==> config.mk <==
export PLATFORM = sky130hd
export DESIGN_NAME = bytecode_sequencer
export DESIGN_NICKNAME = d
export VERILOG_FILES = /design/src/rtl/bytecode_sequencer.sv
export SDC_FILE = /design/constraint.sdc
export NUM_CORES = 1
export LEC_CHECK = 0
export CAP_MARGIN = 0
export CORE_ASPECT_RATIO = 0.6
export CORE_MARGIN = 2
export CORE_UTILIZATION = 40
export DETAILED_ROUTE_END_ITERATION = 16
export PLACE_DENSITY = 0.68
export SYNTH_ARGS = -nofsm -noshare
export SYNTH_HDL_FRONTEND = slang
export SYNTH_SLANG_ARGS = --single-unit
==> constraint.sdc <==
create_clock -name clk -period 5.9 [get_ports clk]
set_clock_uncertainty 0.15 [all_clocks]
set_input_delay 1.18 -clock clk [delete_from_list [all_inputs] [get_ports clk]]
set_output_delay 1.18 -clock clk [all_outputs]
set_load 0.01 [all_outputs]
==> src/rtl/bytecode_sequencer.sv <==
// bytecode_sequencer
//   Multi-cycle fetch/decode/execute controller for the Java-bytecode core.
//   Fetches opcode and argument bytes from byte-wide program memory, presents
//   the opcode to an external combinational decoder, then sequences operand
//   pops, an ALU operation, stack writeback and PC updates.
//
// Ports
//   clk, rst                 clock, synchronous active-high reset
//   start                    begin execution at PC_INIT (IDLE only)
//   prog_rd/prog_addr        program memory read; prog_data valid next cycle
//   dec_*                    opcode out, decoded attributes in
//   pop_req/pop_ack/pop_data stack pop interface
//   push_req/push_ack/...    stack push interface
//   alu_start/alu_done/...   ALU interface, operands on opa/opb
//   cmp_taken                external branch comparator result
//   pc, busy, halted, unsupported, ret_value   status
//
// Handshakes:
//   pop_req / push_req are levels. Once raised they stay high until the
//   matching ack is seen high at a rising edge; that edge completes exactly
//   one transfer (pop_data is sampled on it). A request held high across
//   several acks is several transfers. pop_req and push_req are never high
//   together. alu_start is a single-cycle pulse; alu_done is honoured only
//   while waiting for that ALU operation and ignored at any other time.
module bytecode_sequencer #(
  parameter int                  PC_WIDTH = 16,
  parameter logic [PC_WIDTH-1:0] PC_INIT  = '0
) (
  input  logic                clk,
  input  logic                rst,
  input  logic                start,
  output logic                prog_rd,
  output logic [PC_WIDTH-1:0] prog_addr,
  input  logic [7:0]          prog_data,
  output logic [7:0]          dec_opcode,
  input  logic [1:0]          dec_argc,
  input  logic [1:0]          dec_stackargs,
  input  logic                dec_stackwb,
  input  logic                dec_isaluop,
  input  logic                dec_constpush,
  input  logic [31:0]         dec_constval,
  output logic                pop_req,
  input  logic                pop_ack,
  input  logic [31:0]         pop_data,
  output logic                push_req,
  output logic [31:0]         push_data,
  input  logic                push_ack,
  output logic                alu_start,
  output logic [31:0]         opa,
  output logic [31:0]         opb,
  input  logic                alu_done,
  input  logic [31:0]         alu_result,
  input  logic                cmp_taken,
  output logic [PC_WIDTH-1:0] pc,
  output logic                busy,
  output logic                halted,
  output logic                unsupported,
  output logic [31:0]         ret_value
);

  typedef enum logic [3:0] {
    S_IDLE,
    S_FETCH,
    S_FWAIT,
    S_DECODE,
    S_ARG,
    S_AWAIT,
    S_POP,
    S_EXEC,
    S_AWAIT_ALU,
    S_WB,
    S_HALT
  } state_t;

  localparam logic [7:0] OP_BIPUSH  = 8'h10;
  localparam logic [7:0] OP_SIPUSH  = 8'h11;
  localparam logic [7:0] OP_DUP     = 8'h59;
  localparam logic [7:0] OP_IINC    = 8'h84;
  localparam logic [7:0] OP_GOTO    = 8'ha7;
  localparam logic [7:0] OP_IRETURN = 8'hac;
  localparam logic [7:0] OP_ARETURN = 8'hb0;
  localparam logic [7:0] OP_RETURN  = 8'hb1;

  localparam logic [PC_WIDTH-1:0] PC_ONE = PC_WIDTH'(1);

  // FSM state; a plain named signal so checkers can bind to it.
  state_t state;
  state_t state_next;

  logic [PC_WIDTH-1:0] ipc;        // address of the current opcode
  logic [7:0]          opcode;
  logic [15:0]         arg;        // argument bytes, big-endian shift-in
  logic [31:0]         result;
  logic [1:0]          argc_q;
  logic [1:0]          stackargs_q;
  logic                stackwb_q;
  logic                isaluop_q;
  logic                constpush_q;
  logic [31:0]         constval_q;
  logic [1:0]          arg_cnt;
  logic [1:0]          pop_cnt;
  logic                push_cnt;   // DUP: first push already done

  logic                op_supported;
  logic                op_ret_value;
  logic                op_cond;
  logic                op_dup;
  logic                op_alu;
  logic [PC_WIDTH-1:0] branch_target;

  function automatic logic is_supported(input logic [7:0] op);
    logic ok;
    ok = 1'b0;
    if (op == 8'h00)                  ok = 1'b1;
    if (op >= 8'h02 && op <= 8'h08)   ok = 1'b1;
    if (op == 8'h10 || op == 8'h11)   ok = 1'b1;
    if (op == 8'h57 || op == 8'h59)   ok = 1'b1;
    if (op >= 8'h60 && op <= 8'h84)   ok = 1'b1;
    if (op >= 8'h99 && op <= 8'ha4)   ok = 1'b1;
    if (op == 8'ha7 || op == 8'hac)   ok = 1'b1;
    if (op == 8'hb0 || op == 8'hb1)   ok = 1'b1;
    return ok;
  endfunction

  assign op_supported  = is_supported(opcode);
  assign op_ret_value  = (opcode == OP_IRETURN) || (opcode == OP_ARETURN);
  assign op_cond       = (opcode >= 8'h99) && (opcode <= 8'ha4);
  assign op_dup        = (opcode == OP_DUP);
  // IINC is flagged as an ALU op by the decoder but is handled without the ALU.
  assign op_alu        = isaluop_q && (opcode != OP_IINC);
  // Branch offsets are signed 16-bit, relative to the opcode address; the
  // cast sign-extends or truncates to the PC width, so wrap is modulo.
  assign branch_target = ipc + PC_WIDTH'($signed(arg));

  assign prog_addr  = pc;
  assign dec_opcode = opcode;
  assign push_data  = result;

  always_ff @(posedge clk) begin
    if (rst) begin
      state <= S_IDLE;
    end else begin
      state <= state_next;
    end
  end

  always_comb begin
    state_next = state;
    prog_rd    = 1'b0;
    pop_req    = 1'b0;
    push_req   = 1'b0;
    alu_start  = 1'b0;
    case (state)
      S_IDLE: begin
        if (start) state_next = S_FETCH;
      end
      S_FETCH: begin
        prog_rd    = 1'b1;
        state_next = S_FWAIT;
      end
      S_FWAIT: begin
        state_next = S_DECODE;
      end
      S_DECODE: begin
        // Decoder outputs are live here: they follow the opcode register.
        if (!op_supported)             state_next = S_HALT;
        else if (dec_argc != 2'd0)      state_next = S_ARG;
        else if (dec_stackargs != 2'd0) state_next = S_POP;
        else                            state_next = S_EXEC;
      end
      S_ARG: begin
        prog_rd    = 1'b1;
        state_next = S_AWAIT;
      end
      S_AWAIT: begin
        if (arg_cnt + 2'd1 == argc_q) begin
          state_next = (stackargs_q != 2'd0) ? S_POP : S_EXEC;
        end else begin
          state_next = S_ARG;
        end
      end
      S_POP: begin
        pop_req = 1'b1;
        if (pop_ack && (pop_cnt + 2'd1 == stackargs_q)) state_next = S_EXEC;
      end
      S_EXEC: begin
        if (op_ret_value || opcode == OP_RETURN) begin
          state_next = S_HALT;
        end else if (op_alu) begin
          alu_start  = 1'b1;
          state_next = S_AWAIT_ALU;
        end else if (stackwb_q || op_dup) begin
          state_next = S_WB;
        end else begin
          state_next = S_FETCH;
        end
      end
      S_AWAIT_ALU: begin
        if (alu_done) state_next = stackwb_q ? S_WB : S_FETCH;
      end
      S_WB: begin
        push_req = 1'b1;
        // DUP needs a second, separate push of the same word.
        if (push_ack && (!op_dup || push_cnt)) state_next = S_FETCH;
      end
      S_HALT: begin
        state_next = S_HALT;
      end
      default: begin
        state_next = S_IDLE;
      end
    endcase
  end

  always_ff @(posedge clk) begin
    if (rst) begin
      pc          <= '0;
      ipc         <= '0;
      opcode      <= '0;
      arg         <= '0;
      opa         <= '0;
      opb         <= '0;
      result      <= '0;
      ret_value   <= '0;
      busy        <= 1'b0;
      halted      <= 1'b0;
      unsupported <= 1'b0;
      argc_q      <= '0;
      stackargs_q <= '0;
      stackwb_q   <= 1'b0;
      isaluop_q   <= 1'b0;
      constpush_q <= 1'b0;
      constval_q  <= '0;
      arg_cnt     <= '0;
      pop_cnt     <= '0;
      push_cnt    <= 1'b0;
    end else begin
      case (state)
        S_IDLE: begin
          if (start) begin
            pc   <= PC_INIT;
            busy <= 1'b1;
          end
        end
        S_FETCH: begin
          ipc <= pc;
        end
        S_FWAIT: begin
          opcode <= prog_data;
          pc     <= pc + PC_ONE;
        end
        S_DECODE: begin
          argc_q      <= dec_argc;
          stackargs_q <= dec_stackargs;
          stackwb_q   <= dec_stackwb;
          isaluop_q   <= dec_isaluop;
          constpush_q <= dec_constpush;
          constval_q  <= dec_constval;
          arg         <= '0;
          arg_cnt     <= '0;
          pop_cnt     <= '0;
          push_cnt    <= 1'b0;
          if (!op_supported) begin
            unsupported <= 1'b1;
            halted      <= 1'b1;
            busy        <= 1'b0;
          end
        end
        S_AWAIT: begin
          arg     <= {arg[7:0], prog_data};
          pc      <= pc + PC_ONE;
          arg_cnt <= arg_cnt + 2'd1;
        end
        S_POP: begin
          if (pop_ack) begin
            if (pop_cnt == 2'd0) opb <= pop_data;
            else                 opa <= pop_data;
            pop_cnt <= pop_cnt + 2'd1;
          end
        end
        S_EXEC: begin
          if (constpush_q)              result <= constval_q;
          else if (opcode == OP_BIPUSH) result <= {{24{arg[7]}}, arg[7:0]};
          else if (opcode == OP_SIPUSH) result <= {{16{arg[15]}}, arg};
          else if (op_dup)              result <= opb;
          // Not-taken branches leave pc at ipc+3, already advanced past args.
          if (opcode == OP_GOTO || (op_cond && cmp_taken)) pc <= branch_target;
          if (op_ret_value) ret_value <= opb;
          if (op_ret_value || opcode == OP_RETURN) begin
            halted <= 1'b1;
            busy   <= 1'b0;
          end
        end
        S_AWAIT_ALU: begin
          if (alu_done) result <= alu_result;
        end
        S_WB: begin
          if (push_ack) push_cnt <= 1'b1;
        end
        default: begin
        end
      endcase
    end
  end

endmodule

## Yosys cells after proc, flatten, opt, wreduce, memory -nomap -nowiden

Cells that the tools add are included.

- Register bits after elaboration: 235
- Logic and storage cells: 157
- Input bits: 118

- Bitwise operators: 2
- Equal/unequal tests: 31
- $add $sub $neg: 4
- Multiplexer cells: 50
- Reductions and logical operators: 43
- $lt $le $gt $ge: 6

Operators by type and width:

| operator | count |
|---|---|
| 32-bit 2-to-1 mux | 5 |
| 32-bit case mux with 2 select lines | 1 |
| 16-bit case mux with 3 select lines | 1 |
| 4-bit case mux with 11 select lines | 1 |
| 4-bit 2-to-1 mux | 9 |
| 8-bit == test, second input constant | 4 |
| 16-bit 2-to-1 mux | 2 |
| 16-bit case mux with 2 select lines | 1 |
| 1-bit 2-to-1 mux | 22 |
| 2-bit inequality test, second input constant | 9 |
| 16-bit by 1-bit adder with 16-bit output, second input constant | 1 |
| 16-bit adder | 1 |
| 4-bit by 3-bit == test with 1-bit output, second input constant | 4 |
| 8-bit by 5-bit == test with 1-bit output, second input constant | 2 |
| 8-bit by 7-bit == test with 1-bit output, second input constant | 2 |
| 8-bit <= comparator, second input constant | 2 |
| 2-bit nonzero test | 8 |
| 3-bit AND reduction | 5 |
| 4-bit == test, second input constant | 3 |
| 1-bit logical OR | 9 |
| 4-bit by 2-bit == test with 1-bit output, second input constant | 2 |
| 8-bit by 2-bit >= comparator with 1-bit output, second input constant | 1 |
| 8-bit by 7-bit >= comparator with 1-bit output, second input constant | 1 |
| 8-bit >= comparator, second input constant | 1 |
| other kinds (20) | 39 |

## Depth between registers and ports, before layout

Gate-level depths: netlist (run 1).

- Depth after elaboration: 11
- Mapped depth: 9
- Gate-level depth less buffers: 9

## Worst setup path after synthesis (run 1)

Ideal clock, no wire load.

- Kind: register to output
- Start: reg opcode[2] (netlist: dec_opcode[2])
- End: out alu_start
- Stages on the path, launching flop included: 5
- Slack: 3.054 ns
- Arrival time: 1.516 ns
- Data required time: 4.570 ns
- Path through: dfxtp_1 -> clkbuf_1 -> or4b_2 -> o21ai_1 -> nor3_1

- Word-level cells in the longest chain between the ends: 5
- Elaborated cells between the ends (all ways): 10

RTL lines:

| element | RTL line | RTL |
|---|---|---|
| start, declared | 91 | `logic [7:0] opcode;` |
| start signal, assigned | 249 | `opcode <= prog_data;` |
| 8-bit inequality test / 8-bit == test (equally long branches) | 130, 126 |  |
| 1-bit logical AND / 1-bit logical OR (equally long branches) | 130, 126 |  |
| 1-bit 2-to-1 mux / 1-bit logical OR (equally long branches) | 189, 187 |  |
| 1-bit 2-to-1 mux (*) | 187 | `if (op_ret_value \|\| opcode == OP_RETURN) begin` |
| 1-bit 2-to-1 mux (*) | 153 | `case (state)` |
| end, declared | 48 | `output logic alu_start,` |

Every way passes the cells marked *; elsewhere a longest branch is shown, timed or not.

## Worst setup path in the final report (run 1)

- Start: reg state[2]
- End: out alu_start

- Word-level cells in the longest chain between the ends: 2

RTL lines:

| element | RTL line | RTL |
|---|---|---|
| start, declared | 87 | `state_t state;` |
| start signal, assigned | 143 | `state <= state_next;` |
| 4-bit by 3-bit == test with 1-bit output | 153 |  |
| 1-bit 2-to-1 mux | 153 |  |

No other way between the ends.

==> impl_metrics.csv, run 1 <==
group,metric,value,unit
detailed_routing,vias,11510,
synth,yosys_warnings,0,
synth,avgSynthCellArea,7.600,um2
critical_path,critPathRequiredTime,4.57,ns
hold_path,worstHoldStart,"unsupported",
clock_tree,clkLatencyLatePin,0.55,ns
detailed_routing,vias_per_cell,5.652,
layout,most-common-layout-cells,"420 x nand2_1, 291 x clkdlybuf4s50_1, 234 x dfxtp_1, 216 x a21oi_1, 69 x nor2_1",
clock_tree,cts_sinks,235,
clock_tree,clk_path_buf_depth,3,
clock_tree,path_clk_slew,0.07,ns
pwr,p_per_area,262.6,mW/mm2
clock_tree,htree_levels,1,
clock_tree,cts_setup_buffers,0,
critical_path,rr_startpoint,"state[2]",
clock_tree,numCtsBuffers,24,
run,drv_cap,0,
layout,final_nets,1793,
floorplanning,io_pins,293,
hold_path,holdPathEnd,"unsupported",
detailed_routing,ant_nets,0,
critical_path,endpoint_kind,"primary output",
synth,synth-simple-area-share,23.66,%
pwr,ir_drop,173.5,uV
timing,slew_headroom,22.27,%
grt,grt_max_degree,110,
critical_path,rr_endpoint,"push_data[10]",
synth,synth-adder-area-share,2.113,%
synth,synthArstFlopShare,0,%
detailed_routing,wire_per_inst,20.47,um
detailed_routing,drt_wl_total,41680,um
layout,layout_commonest_cell,"nand2_1",
critical_path,cp_slowest_cell,"nand3_1",
timing,setup_ws,1.205,ns
pwr,p_leak,4.946,nW
timing,worst_pin_slew,1.163,ns
grt,track_usage,27.88,%
floorplanning,row_count,46,
floorplanning,dieHeight,132.5,um
synth,ys_seq_elements,235,
hold_path,hold_class,"flip-flop to flip-flop",
critical_path,ff2ff_path_depth,6,
critical_path,cp_data_arrival_time,3.36,ns
critical_path,path_class,"flip-flop to primary output",
critical_path,regToRegSetupSlack,2.41,ns
grt,grt_pass1_wl,63020,um
timing,setup_viol,0,
detailed_routing,drt-initial-drc-count,1542,
detailed_routing,drc,0,
layout,finish.utilization,55.75,%
synth,synthXorXnorAreaFrac,0.7954,%
synth,synth_top_family_by_area,"simple AND/OR/NAND/NOR gates",
critical_path,path_max_fanout,18,
timing,fin_crit,4.695,ns
critical_path,max_stage_delay,0.72,ns
synth,synth-seq-area-share,42.72,%
grt,overflow,0,
layout,syn2layout_area_growth,35.51,%
clock_tree,root_buffer,"clkbuf_16",
clock_tree,cts_tree,"done",
synth,synth-compound-area-share,23.09,%
synth,synthesis.instances,1449,
outcome,status,"finished clean",
floorplanning,die_area,0.02892,mm2
grt,antenna_found_initial,1,
timing,hold_viol_final,0,
hold_path,min_path_cells,2,
placed_design,dp_slack,1.859,ns
clock_tree,cts_hold_buffers,0,
placed_design,dp_hpwl,29440,um
grt,grt_pass1_vias,10390,
timing,finalMaxSlewViolations,0,
synth,synth_edf_count,0,
critical_path,crit_chain,"nor2b_1 > nand3_1 > nor3_1 > clkdlybuf4s50_1",
timing,rsz0062_at_grt,"false",
placed_design,io_buffers,292,
layout,drive_gt1_share,5.552,%
synth,synth_cell_type_count,72,
detailed_routing,dr.pass1.iters,6,
critical_path,cp-start-kind,"flip-flop",
pwr,total_power,0.003919,W
timing,finalSetupTns,0,ns
synth,synth-main-ff-cell,"dfxtp_1",
timing,finalCritPeriodShare,79.57,%
clock_tree,cts-resized-gates,0,
synth,synth_mux_area_share,1.852,%
timing,fmax,213.0,MHz
floorplanning,die_w,218.2,um
synth,syn_nets,1585,
floorplanning,core,0.02676,mm2
floorplanning,start_util,41.15,%
placed_design,gp_congestion,0.9197,
synth,synth_area,0.01101,mm2
## sequential cells by signal, summed over array words and instances, names as in the netlist, 2 cells and up
signal and flops:
arg 16, arg_cnt 2, argc_q 2, constval_q 32
dec_opcode 8, ipc 16, opa 32, opb 32
pc 16, pop_cnt 2, push_data 32, ret_value 32
stackargs_q 2, state 4
## per-layer routing
metal / wire length [um] / up-vias / global-route usage [%]
met4: 573 / 0 / 4.195
li1: - / 5447 / -
met1: 20570 / 5490 / 44.48
met2: 16180 / 529 / 36.90
met3: 4353 / 42 / 7.609
met5: 0 / - / 0
## final cells by class
class	count	area [um2]
clock inverters	12	216.5
inverters	19	71.32
flip-flops and latches	235	4706
multi-input cells	1070	5724
repair buffers	307	3049
clock buffers	32	701.9
fillers	2494	11840
diodes	1	2.502
well taps	360	450.4
## power by group
part           switching, W  internal [W]  total [W]  leakage (nW)
sequential        0.0000552       0.00162    0.00167          1.90
combinational      0.000261      0.000191   0.000452          2.60
clock              0.000695       0.00110    0.00179         0.451
total               0.00101       0.00291    0.00392          4.95
## cells in the mapped netlist (17+ instances only)
library cell,count,area (um2)
ha_1,17,212.7
clkbuf_1,88,330.3
buf_4,19,142.6
a21oi_1,216,1081
inv_1,19,71.32
dfxtp_1,235,4705
o211ai_1,35,262.8
a22oi_1,17,127.6
o21ai_0,28,140.1
nor2_1,71,266.5
a211oi_1,17,127.6
nand3_1,20,100.1
nor3_1,19,95.09
nand2_1,420,1577
mux2i_1,17,170.2
## worst max-delay path: cells and delay by family (launching register included)
kind	cells	cell delay [ns]
flops	1	0.70
buf+inv	1	0.61
simple gates	3	1.51
## per-stage QoR
stage	cells	hold WS (ns)	cell area, um2
global route	2035	0.3202	14920
global placement	1991	0.2875	14000
CTS	2035	0.3012	14920
finish	2036	0.2996	14920
detailed placement	1991	0.2932	14000
floorplan	1449	0.2849	11010
## logic make-up after synthesis
| family | count (synthesis) |
|---|---|
| buffers and inverters | 144 |
| adder cells (fa/ha/maj) | 18 |
| AND/OR/NAND/NOR | 606 |
| flip-flops | 235 |
| XOR/XNOR | 10 |
| multiplexers | 20 |
| AO/OA/AOI/OAI | 416 |
## worst max path at each step
stage,slack (ns),start,to
floorplan,3.05,dec_opcode[2],alu_start
global placement,1.89,state[2],alu_start
detailed placement,1.86,state[2],alu_start
CTS,1.28,state[2],alu_start
global route,0.97,state[2],alu_start
finish,1.21,state[2],alu_start
(Power assumes the default switching activity.)
==> run 2: changes to the inputs <==
==> constraint.sdc (replaced) <==
create_clock -name clk -period 4.74 [get_ports clk]
set_clock_uncertainty 0.15 [all_clocks]
set_input_delay 0.948 -clock clk [delete_from_list [all_inputs] [get_ports clk]]
set_output_delay 0.948 -clock clk [all_outputs]
set_load 0.01 [all_outputs]
==> impl_metrics.csv, run 2 (synthesis gave the netlist of run 1 again) <==
group,metric,value,unit
outcome,status,"finished clean",
floorplanning,start_util,41.15,%
placed_design,dpl_cell_area,0.01402,mm2
pwr,ir_drop,193.9,uV
detailed_routing,vias_per_cell,5.553,
timing,worst_pin_slew,1.316,ns
clock_tree,root_buffer,"clkbuf_16",
grt,overflow,0,
timing,hold_viol_final,0,
critical_path,ff2ff_path_depth,7,
layout,final_nets,1794,
floorplanning,dieHeight,132.5,um
placed_design,gp_congestion,0.9424,
placed_design,io_buffers,292,
layout,layout_commonest_cell,"nand2_1",
grt,grt_pass1_wl,62620,um
pwr,p_per_area,295.9,mW/mm2
floorplanning,io_pins,293,
timing,finalSetupTns,0,ns
critical_path,path_max_fanout,16,
pwr,p_leak,4.829,nW
layout,most-common-layout-cells,"420 x nand2_1, 291 x clkdlybuf4s50_1, 234 x dfxtp_1, 216 x a21oi_1, 69 x nor2_1",
detailed_routing,drt_wl_total,41130,um
layout,instances_no_fill,2034,
critical_path,cp-start-kind,"flip-flop",
timing,finalMaxSlewViolations,0,
placed_design,dp_hpwl,29570,um
critical_path,critPathCapture,"alu_start",
clock_tree,htree_levels,1,
run,drv_cap,0,
clock_tree,cts-resized-gates,0,
clock_tree,clk_path_buf_depth,3,
critical_path,rr_startpoint,"dec_opcode[4]",
critical_path,critPathRequiredTime,3.64,ns
clock_tree,clkLatencyLatePin,0.52,ns
clock_tree,cts_sinks,235,
timing,rsz0062_at_grt,"false",
detailed_routing,ant_nets,0,
layout,syn2layout_area_growth,33.33,%
clock_tree,cts_tree,"done",
detailed_routing,drt-initial-drc-count,1139,
critical_path,endpoint_kind,"primary output",
clock_tree,cts_setup_buffers,0,
timing,slew_headroom,11.94,%
detailed_routing,wire_per_inst,20.22,um
grt,track_usage,27.62,%
detailed_routing,vias,11300,
layout,drive_gt1_share,4.842,%
clock_tree,numCtsBuffers,23,
layout,seq_area,0.004706,mm2
critical_path,path_class,"flip-flop to primary output",
critical_path,startpoint,"state[2]",
critical_path,regToRegSetupSlack,1.62,ns
floorplanning,row_count,46,
floorplanning,die_area,0.02892,mm2
grt,antenna_found_initial,1,
floorplanning,core,0.02676,mm2
critical_path,rr_endpoint,"push_data[0]",
placed_design,placed_cells,1993,
timing,fmax,270.8,MHz
timing,finalCritPeriodShare,77.91,%
critical_path,cp_data_arrival_time,2.60,ns
detailed_routing,drc,0,
grt,grt_max_degree,127,
layout,multi_input_area,0.005724,mm2
timing,setup_viol,0,
hold_path,hold_class,"flip-flop to flip-flop",
layout,fillCellCount,2529,
floorplanning,die_w,218.2,um
grt,grt_pass1_vias,10360,
clock_tree,path_clk_slew,0.06,ns
layout,final_cell_area,0.01468,mm2
clock_tree,cts_hold_buffers,0,
detailed_routing,dr.pass1.iters,5,
timing,fin_crit,3.693,ns
==> run 2: cell types whose count changed in the layout (fill, tap and decap cells not counted), sizes merged <==
cell,delta
clkinvlp,-1
clkinv,-2
buf,+2
clkbuf,+5
bufinv,-6
==> run 2: routing by layer <==
layer  track usage (%)  part of all wire (%)  wire length [um]  vias up
met5                 0                     0                 0        -
met4             5.140                   1.8               743        0
met3             9.195                    11              4456       51
met2             36.81                    39             16070      481
met1             42.47                    48             19870     5317
li1                  -                     -                 -     5446
==> run 2: how the worst min path moves through the flow <==
stage,start,endpoint,cells past startpoint
global placement,unsupported,unsupported,2
finish,unsupported,unsupported,2
global route,opa[12],opa[12],2
detailed placement,unsupported,unsupported,2
floorplan,isaluop_q,isaluop_q,2
CTS,unsupported,unsupported,2
==> run 2: power by group <==
part | internal [W] | switching [W] | leakage (nW)
clock | 0.000932 | 0.000779 | 0.324
sequential | 0.00201 | 0.0000648 | 1.90
combinational | 0.000239 | 0.000315 | 2.61
==> run 2: through the flow <==
| step | hold WS [ns] | power (W) | worst slack [ns] | util (%) |
|---|---|---|---|---|
| finish | 0.2957 | 0.004344 | 1.047 | 54.86 |
| global route | 0.3190 | 0.004500 | 0.9241 | 54.85 |
| CTS | 0.3014 | 0.004368 | 1.064 | 54.85 |
| detailed placement | 0.2932 | 0.002668 | 1.340 | 52.37 |
| global placement | 0.2873 | 0.002662 | 1.429 | 52.37 |
| floorplan | 0.2849 | 0.002420 | 2.126 | - |
==> run 2: area by class of cell <==
| cell class | instances | area share, % |
|---|---|---|
| Sequential cell | 235 | 32.05 |
| Tap cell | 360 | 3.068 |
| Antenna cell | 1 | 0.01704 |
| Timing Repair Buffer | 309 | 20.87 |
| Clock buffer | 37 | 4.415 |
| Inverter | 19 | 0.4858 |
| Multi-Input combinational cell | 1070 | 38.99 |
| Clock inverter | 3 | 0.1023 |
==> run 2: critical path: stages, from the launching register on <==
cell and delay, ns:
dfxtp_1 0.67, nor2b_1 0.32, nand3_1 0.14, nor3_1 0.35, clkdlybuf4s50_1 0.60
